$ cat src/rtl/uart_tx_arbiter.sv
// Round-robin arbiter that shares one byte-wide UART transmitter between N packet requesters.
// The grant is held for a whole packet; a watchdog reclaims it from an owner that stops presenting bytes.
module uart_tx_arbiter #(
  parameter int unsigned N         = 4,
  parameter int unsigned IDX_WIDTH = 2,
  parameter int unsigned TIMEOUT   = 65535,
  parameter int unsigned TO_WIDTH  = 16
) (
  input  logic             clk,
  input  logic             reset,
  input  logic [8*N-1:0]   in_data,
  input  logic [N-1:0]     in_valid,
  input  logic [N-1:0]     in_last,
  output logic [N-1:0]     in_ready,
  output logic [7:0]       tx_data,
  output logic             tx_req,
  input  logic             tx_ready,
  output logic [N-1:0]     grant,
  output logic             busy
);

  typedef enum logic [0:0] {StIdle, StSend} state_e;

  localparam logic [TO_WIDTH-1:0] StallLast = TO_WIDTH'(TIMEOUT == 0 ? 0 : TIMEOUT - 1);
  localparam logic [TO_WIDTH-1:0] StallMax  = '1;
  localparam logic [IDX_WIDTH-1:0] LastIdx  = IDX_WIDTH'(N - 1);

  state_e                 state_q, state_d;
  logic [IDX_WIDTH-1:0]   owner_q, owner_d;
  logic [IDX_WIDTH-1:0]   rr_ptr_q, rr_ptr_d;
  logic [TO_WIDTH-1:0]    stall_ctr_q, stall_ctr_d;

  logic [IDX_WIDTH-1:0]   pick_idx;
  logic                   pick_found;
  logic [IDX_WIDTH-1:0]   cand;
  logic [IDX_WIDTH-1:0]   owner_next;

  // First valid requester scanning upward from rr_ptr, wrapping modulo N.
  always_comb begin
    pick_idx   = '0;
    pick_found = 1'b0;
    cand       = '0;
    for (int unsigned k = 0; k < N; k++) begin
      cand = IDX_WIDTH'((32'(rr_ptr_q) + k) % N);
      if (!pick_found && in_valid[cand]) begin
        pick_found = 1'b1;
        pick_idx   = cand;
      end
    end
  end

  assign owner_next = (owner_q == LastIdx) ? '0 : owner_q + 1'b1;

  always_comb begin
    state_d     = state_q;
    owner_d     = owner_q;
    rr_ptr_d    = rr_ptr_q;
    stall_ctr_d = stall_ctr_q;
    case (state_q)
      StIdle: begin
        if (pick_found) begin
          state_d     = StSend;
          owner_d     = pick_idx;
          stall_ctr_d = '0;
        end
      end
      StSend: begin
        if (in_valid[owner_q]) begin
          // A slow transmitter never counts as a stall.
          if (tx_ready) begin
            stall_ctr_d = '0;
            if (in_last[owner_q]) begin
              state_d  = StIdle;
              rr_ptr_d = owner_next;
            end
          end
        end else begin
          if (stall_ctr_q != StallMax) stall_ctr_d = stall_ctr_q + 1'b1;
          if (TIMEOUT != 0 && stall_ctr_q == StallLast) begin
            state_d  = StIdle;
            rr_ptr_d = owner_next;
          end
        end
      end
      default: state_d = StIdle;
    endcase
  end

  always_comb begin
    in_ready = '0;
    grant    = '0;
    tx_data  = '0;
    tx_req   = 1'b0;
    busy     = 1'b0;
    if (state_q == StSend) begin
      busy              = 1'b1;
      grant[owner_q]    = 1'b1;
      tx_req            = in_valid[owner_q];
      tx_data           = in_data[32'(owner_q) * 8 +: 8];
      in_ready[owner_q] = tx_ready && in_valid[owner_q];
    end
  end

  always_ff @(posedge clk or posedge reset) begin
    if (reset) begin
      state_q     <= StIdle;
      owner_q     <= '0;
      rr_ptr_q    <= '0;
      stall_ctr_q <= '0;
    end else begin
      state_q     <= state_d;
      owner_q     <= owner_d;
      rr_ptr_q    <= rr_ptr_d;
      stall_ctr_q <= stall_ctr_d;
    end
  end

endmodule

$ cat config.mk
export PLATFORM = sky130hd
export DESIGN_NAME = uart_tx_arbiter
export DESIGN_NICKNAME = d
export VERILOG_FILES = /design/src/rtl/uart_tx_arbiter.sv
export SDC_FILE = /design/constraint.sdc
export NUM_CORES = 1
export LEC_CHECK = 0
export CELL_PAD_IN_SITES_DETAIL_PLACEMENT = 0
export CELL_PAD_IN_SITES_GLOBAL_PLACEMENT = 1
export CORE_MARGIN = 10
export CORE_UTILIZATION = 30
export DETAILED_ROUTE_END_ITERATION = 7
export PLACE_DENSITY_LB_ADDON = 0.1
export SYNTH_ARGS = -nofsm -noshare
export SYNTH_HDL_FRONTEND = slang
export SYNTH_SLANG_ARGS = --single-unit
$ cat constraint.sdc
create_clock -name clk -period 1.96 [get_ports clk]
set_input_delay 0.294 -clock clk [delete_from_list [all_inputs] [get_ports clk]]
set_output_delay 0.294 -clock clk [all_outputs]
set_load 0.03 [all_outputs]
# After elaboration in Yosys (flattened, before gate mapping)
# Index checks and enable logic that the tools add are counted.
# W data, S select, Z words.
classes:
  n_mux: 43
  n_lt_le_gt_ge: 6
  shift: 1
  reduce_logical: 12
  eq_ne: 8
  bitwise_logic: 2
  n_addsub: 5
ops:
  columns: ["op", "n"]
  rows:
  - ["$mux W16", 4]
  - ["$pmux W16 S2", 1]
  - ["$shiftx A32 B6 Y8", 1]
  - ["$mux W1", 18]
  - ["$mux W2", 9]
  - ["$add A16 B1 Y16 const B", 1]
  - ["$eq A16 B16 Y1 const B", 1]
  - ["$ne A16 B16 Y1 const B", 1]
  - ["$lt A2 B3 Y1 const B", 5]
  - ["$bmux W1 S2", 6]
  - ["$mux W4", 2]
  - ["$mux W8", 1]
  - ["$logic_and A1 B1 Y1", 5]
  - ["$add A2 B1 Y2 const B", 2]
  - ["$add A2 B2 Y2 const B", 2]
  - ["$and A4 B4 Y4", 1]
  - ["$ne A2 B2 Y1 const B", 2]
  - ["$reduce_and A4 Y1", 1]
  - ["$logic_not A1 Y1", 3]
  - ["$ne A3 B1 Y1 const B", 1]
  - ["$ne A3 B3 Y1 const B", 1]
  - ["$reduce_and A3 Y1", 1]
  - ["$demux W1 S2", 1]
  - ["$eq A2 B2 Y1 const B", 1]
  - ["6 further kinds", 6]
totals:
  inputBits: 43
  regBits: 21

# Logic depth before layout (Yosys ltp)
logic_depth:
  word_depth: 14
  depth_mapped: 8
  mapped_depth_nobuf: 5

# Worst setup path before layout
# No wires, ideal clock.
synth_path:
  path_kind: "register to register"
  startpoint: "register owner_q[0]"
  endpoint: "register rr_ptr_q[0]"
  path_slack_ps: -186
  period_less_slack_ps: 2146
  path_buffers: 0
  required_ps: 1835
  path_stages_with_launch: 6
  arrival_time_ps: 2021
  path_cell_list: "dfrtp_1 mux4_2 nor4_4 nand4_1 a21o_1 mux2_4"
synth_via:
  elab_chain_cells: 5
  elab_cells_between_ends: 15
synth_rtl:
  columns: ["element", "line", "rtl"]
  rows:
  - ["start: declaration", "29", "logic [IDX_WIDTH-1:0] owner_q, owner_d;"]
  - ["start signal: assignment", "112", "owner_q <= owner_d;"]
  - ["$add A2 B1 Y2 / $eq A2 B2 Y1 (equally long branches)", "52", "assign owner_next = (owner_q == LastIdx) ? '0 : owner_q + 1'b1;"]
  - ["$mux W2", "52", null]
  - ["$mux W2", "72", "if (in_last[owner_q]) begin"]
  - ["$mux W2", "70", "if (tx_ready) begin"]
  - ["$mux W2", "68", "if (in_valid[owner_q]) begin"]
  - ["end signal: assignment", "113", "rr_ptr_q <= rr_ptr_d;"]
  - ["end: declaration", "30", "logic [IDX_WIDTH-1:0] rr_ptr_q, rr_ptr_d;"]
# Several ways; a longest one is shown, not always the timed one. The select of a mux whose other input is x is not followed.
# A chain may end at the register's enable or synchronous reset.

# Worst setup path in the final report
layout_path:
  startpoint: "input in_valid[1]"
  endpoint: "register stall_ctr_q[2]"
layout_via:
  elab_chain_cells: 14
  elab_cells_between_ends: 26
layout_rtl:
  columns: ["element", "line", "rtl"]
  rows:
  - ["start: declaration", "12", "input logic [N-1:0] in_valid,"]
  - ["$bmux W1 S2", "45", "if (!pick_found && in_valid[cand]) begin"]
  - ["$mux W1 (not written as such)", "45", null]
  - ["$mux W1", "45", null]
  - ["$logic_not A1 Y1", "45", null]
  - ["$logic_and A1 B1 Y1", "45", null]
  - ["$mux W1", "45", null]
  - ["$logic_not A1 Y1", "45", null]
  - ["$logic_and A1 B1 Y1", "45", null]
  - ["$mux W1", "45", null]
  - ["$logic_not A1 Y1", "45", null]
  - ["$logic_and A1 B1 Y1", "45", null]
  - ["$mux W1", "45", null]
  - ["$ne A2 B2 Y1 (no source line)", null, null]
  - ["$reduce_and A3 Y1 (no source line)", null, null]
  - ["end signal: assignment", "114", "stall_ctr_q <= stall_ctr_d;"]
  - ["end: declaration", "31", "logic [TO_WIDTH-1:0] stall_ctr_q, stall_ctr_d;"]
# Several ways; a longest one is shown, not always the timed one. The select of a mux whose other input is x is not followed.

==> results.txt <==
- After the first detailed-routing iteration, the DRC count stood at 62.
- Instance area at placement: 2640 µm²
* TritonCTS clock tree: built
- Clock-pin slew was measured on the worst setup and hold paths at 80 ps.
- Summed over all layers, the routed wires come to 5560 µm.
- Cell taking the most area after synthesis: dfrtp_1
- The worst setup path is launched from a primary input.
- The max-slew violation count is 0.
- OpenSTA, run right after detailed placement, puts the worst setup slack at -566 ps.
* Setup WS post-layout: -160 ps
* Startpoint-to-endpoint class of the critical path: in -> reg
- Area enclosed by the die boundary: 8910 µm²
- For this run, the number of Yosys warnings is 0.
* Post-layout instance area: 2830 µm²
* HPWL after DPL: 4510 µm
- Clk Tree Root Cell: clkbuf_8
- In this run the deepest clock path goes through 2 buffers.
- Of the cells placed in the final design, the portion with a size suffix greater than 1 is 35.4%.
- Crit path max fanout: 12
- Skew-Pair Late Insertion Delay: 260 ps
- Required arrival time at the worst endpoint: 2110 ps
* Main area contributors after synthesis: dfrtp_1 (32%), mux4_2 (14%), and2_1 (5.3%), ha_1 (4.5%), and3_1 (4.1%)
* Crit. Startpoint: in_valid[1]
- Clock Skew: 5.07 ps
- Synthesized cell area: 1660 µm²
* Number of nets with antenna violations after routing: 0
- The final reports fail on negative setup slack.
- The most used flip-flop cell after synthesis is dfrtp_1.
- Number of enable-type register cells in the synthesized netlist: 0
- Overflow left after global routing: 0
- In the routed design, unresolved DRC markers number 0.
* Max-capacitance violation count: 0
- In this run the core area contains 27 standard-cell rows.
* Tightest Pin Transition: 415 ps
- Worst endpoint data arrival time: 2270 ps
* Post-layout power: 3120 µW
* Flip-flop and latch count after synthesis: 21
* Worst vdd rail ir drop: 0.625 mV
- For this run, the post-layout net count is 327.
- For this design the ratio of total power to cell area is 1110 nW/µm².
* Leakage power: 0.00137 µW
- The startpoint identified for the worst register-to-register timing path is owner_q[0]$_DFFE_PP0P_.
- The number of antenna violations at the first check in global routing is 0.
- Aggregate negative setup slack: -2490 ps
* Final setup violation count: 29
- Dividing the detail-routed via count by the number of cells gives 5.14.
* Average instance area after synthesis: 9.71 µm²
- Min Tclk post-route: 2120 ps
- Vias after detailed routing: 1,793
* Number of global-route vias before repair: 1,997
* Clk sinks: 21
- The run finished, with violations left.
* Count of input and output buffers: 60
- Async set or reset register ratio after synthesis: 100%
* Worst min-delay path class: in -> async
- In this run, distinct cell masters in the synthesized netlist total 47.
- Post-Synthesis Cells: 171
- IO Pins: 61
- Area of the core: 5440 µm²
* Area overhead of the layout relative to synthesis: 70.2%
* Final GP Congestion: 0.771
- Inserted Diodes: 0
- Dividing the detail-routed wire length by the instance count gives 15.9 µm.
- For this configuration, the core starts out at a cell density of 30.5%.
- Tcrit/Tclk final: 108%
- Based on the critical path, the design can be clocked at up to 0.472 GHz.
- Number of H-tree levels: 1
- Number of fill cells: 526
- For this run, the share of the core covered by cells in the final layout is 51.9%.
- The number of hold violations in the final report came to 0.
- Setup repair after global routing could not meet its margin everywhere.
* Worst slew margin relative to its limit: 72.3%
* Largest net degree at the start of global routing: 22
* Endpoint class of the critical path: flop
- Clock buffer count from CTS: 3
* Overall fraction of global-route tracks in use: 13.2%
- The pre-antenna-repair detailed-routing pass consisted of 6 iterations.
* Die extent in x: 94.4 µm
* Area fraction of the dominant cell type after synthesis: 31.7%
- Register area share after synthesis: 31.7%
- Total nets after synthesis: 220
* Wire length of the first global-routing pass: 9470 µm
- Die height: 94.4 µm
[cell usage in the layout, fill, tap and decap left out, drive strengths merged, types with 6 or more instances in the layout]
| cell type | synthesis | final |
|---|---|---|
| ha | 6 | 6 |
| inv | 9 | 9 |
| o21ai | 6 | 6 |
| and2 | 14 | 14 |
| nand3 | 10 | 10 |
| mux4 | 10 | 10 |
| buf | 3 | 66 |
| nor2 | 7 | 7 |
| nand2 | 10 | 10 |
| dfrtp | 21 | 21 |
| clkdlybuf4s50 | 0 | 41 |
| and3 | 11 | 11 |
[registers in the layout, summed over array words and instances (netlist names)]
| name | count |
|---|---|
| owner_q | 2 |
| stall_ctr_q | 16 |
| rr_ptr_q | 2 |
| state_q | 1 |
[per-stage QoR]
step | hold WS, ps | cells
2_1_floorplan | 271 | 171
3_3_place_gp | 533 | 338
3_5_place_dp | 544 | 338
4_1_cts | 374 | 349
5_1_grt | 417 | 349
6_report | 363 | 349
[cell families (layout without fill, tap and decap cells)]
group | count (synthesis) | in the layout | share of synthesized area (%)
AO/OA/AOI/OAI | 38 | 38 | 16.7
flip-flops | 21 | 21 | 31.7
XOR/XNOR | 3 | 3 | 1.58
multiplexers | 13 | 13 | 16.0
AND/OR/NAND/NOR | 74 | 74 | 25.6
adder cells (fa/ha/maj) | 6 | 6 | 4.52
buffers and inverters | 16 | 122 | 3.92
[where the power goes]
part / internal (µW) / switching [µW] / leakage (µW) / total [µW]
clock network: 145 / 145 / 0.0000228 / 290
registers: 505 / 79.4 / 0.000279 / 585
logic: 1170 / 1080 / 0.00107 / 2250
[routing by layer]
layer | up-vias | GRT usage (%) | share of wire, %
li1 | 868 | - | -
met2 | 44 | 23.1 | 50
met4 | 0 | 3.67 | 0.95
met5 | - | 0 | 0
met3 | 4 | 5.71 | 8.2
met1 | 877 | 14.3 | 41
[final timing paths]
kind | endpoint | slack, ps | cells past startpoint
worst max register to register | stall_ctr_q[2]$_DFFE_PP0P_ | -150 | 7
worst max-delay path | stall_ctr_q[2]$_DFFE_PP0P_ | -160 | 8
max in group asynchronous | stall_ctr_q[13]$_DFFE_PP0P_ | 1380 | 3
worst min-delay path | rr_ptr_q[1]$_DFFE_PP0P_ | 360 | 3
min in group clk | owner_q[0]$_DFFE_PP0P_ | 550 | 5
worst min register to register | stall_ctr_q[14]$_DFFE_PP0P_ | 570 | 1
[synth_stat cells (2+ instances only)]
cell type	count
mux4_2	10
clkbuf_1	4
a21oi_1	4
nor2b_1	2
o211ai_1	2
a211o_1	5
a211oi_1	2
o31ai_1	2
and2_1	14
nand3_1	10
a21o_1	5
nor2_1	6
nand4_1	5
xnor2_1	2
ha_1	6
a22o_1	2
mux2_4	2
nor3_1	5
inv_1	9
a221o_1	2
and3_1	11
nand2_1	10
nor4_1	3
o21ai_0	5
dfrtp_1	21
[final cells by class]
| type | instances | area [µm²] | share of cell area, % |
|---|---|---|---|
| Timing Repair Buffer | 109 | 1000 | 35.6 |
| Sequential cell | 21 | 526 | 18.6 |
| Multi-Input combinational cell | 134 | 1130 | 39.9 |
| Tap cell | 72 | 90.1 | 3.19 |
| Inverter | 9 | 33.8 | 1.20 |
| Clock buffer | 4 | 45.0 | 1.59 |
[worst max-delay path, cell delays in order]
cell	delay (ps)
clkdlybuf4s50_1	430
mux4_2	550
buf_6	150
a21o_1	180
a21oi_4	170
nor2_4	50
buf_12	140
a221o_1	300
[what timing repair did]
item	in CTS	in global routing
setup endpoints to repair	32	33
hold buffers	0	0
gates cloned	0	0
pin swaps	13	8
resized for setup	71	8
buffers inserted	8	1
No activity file was read; power rests on OpenSTA's default activity.
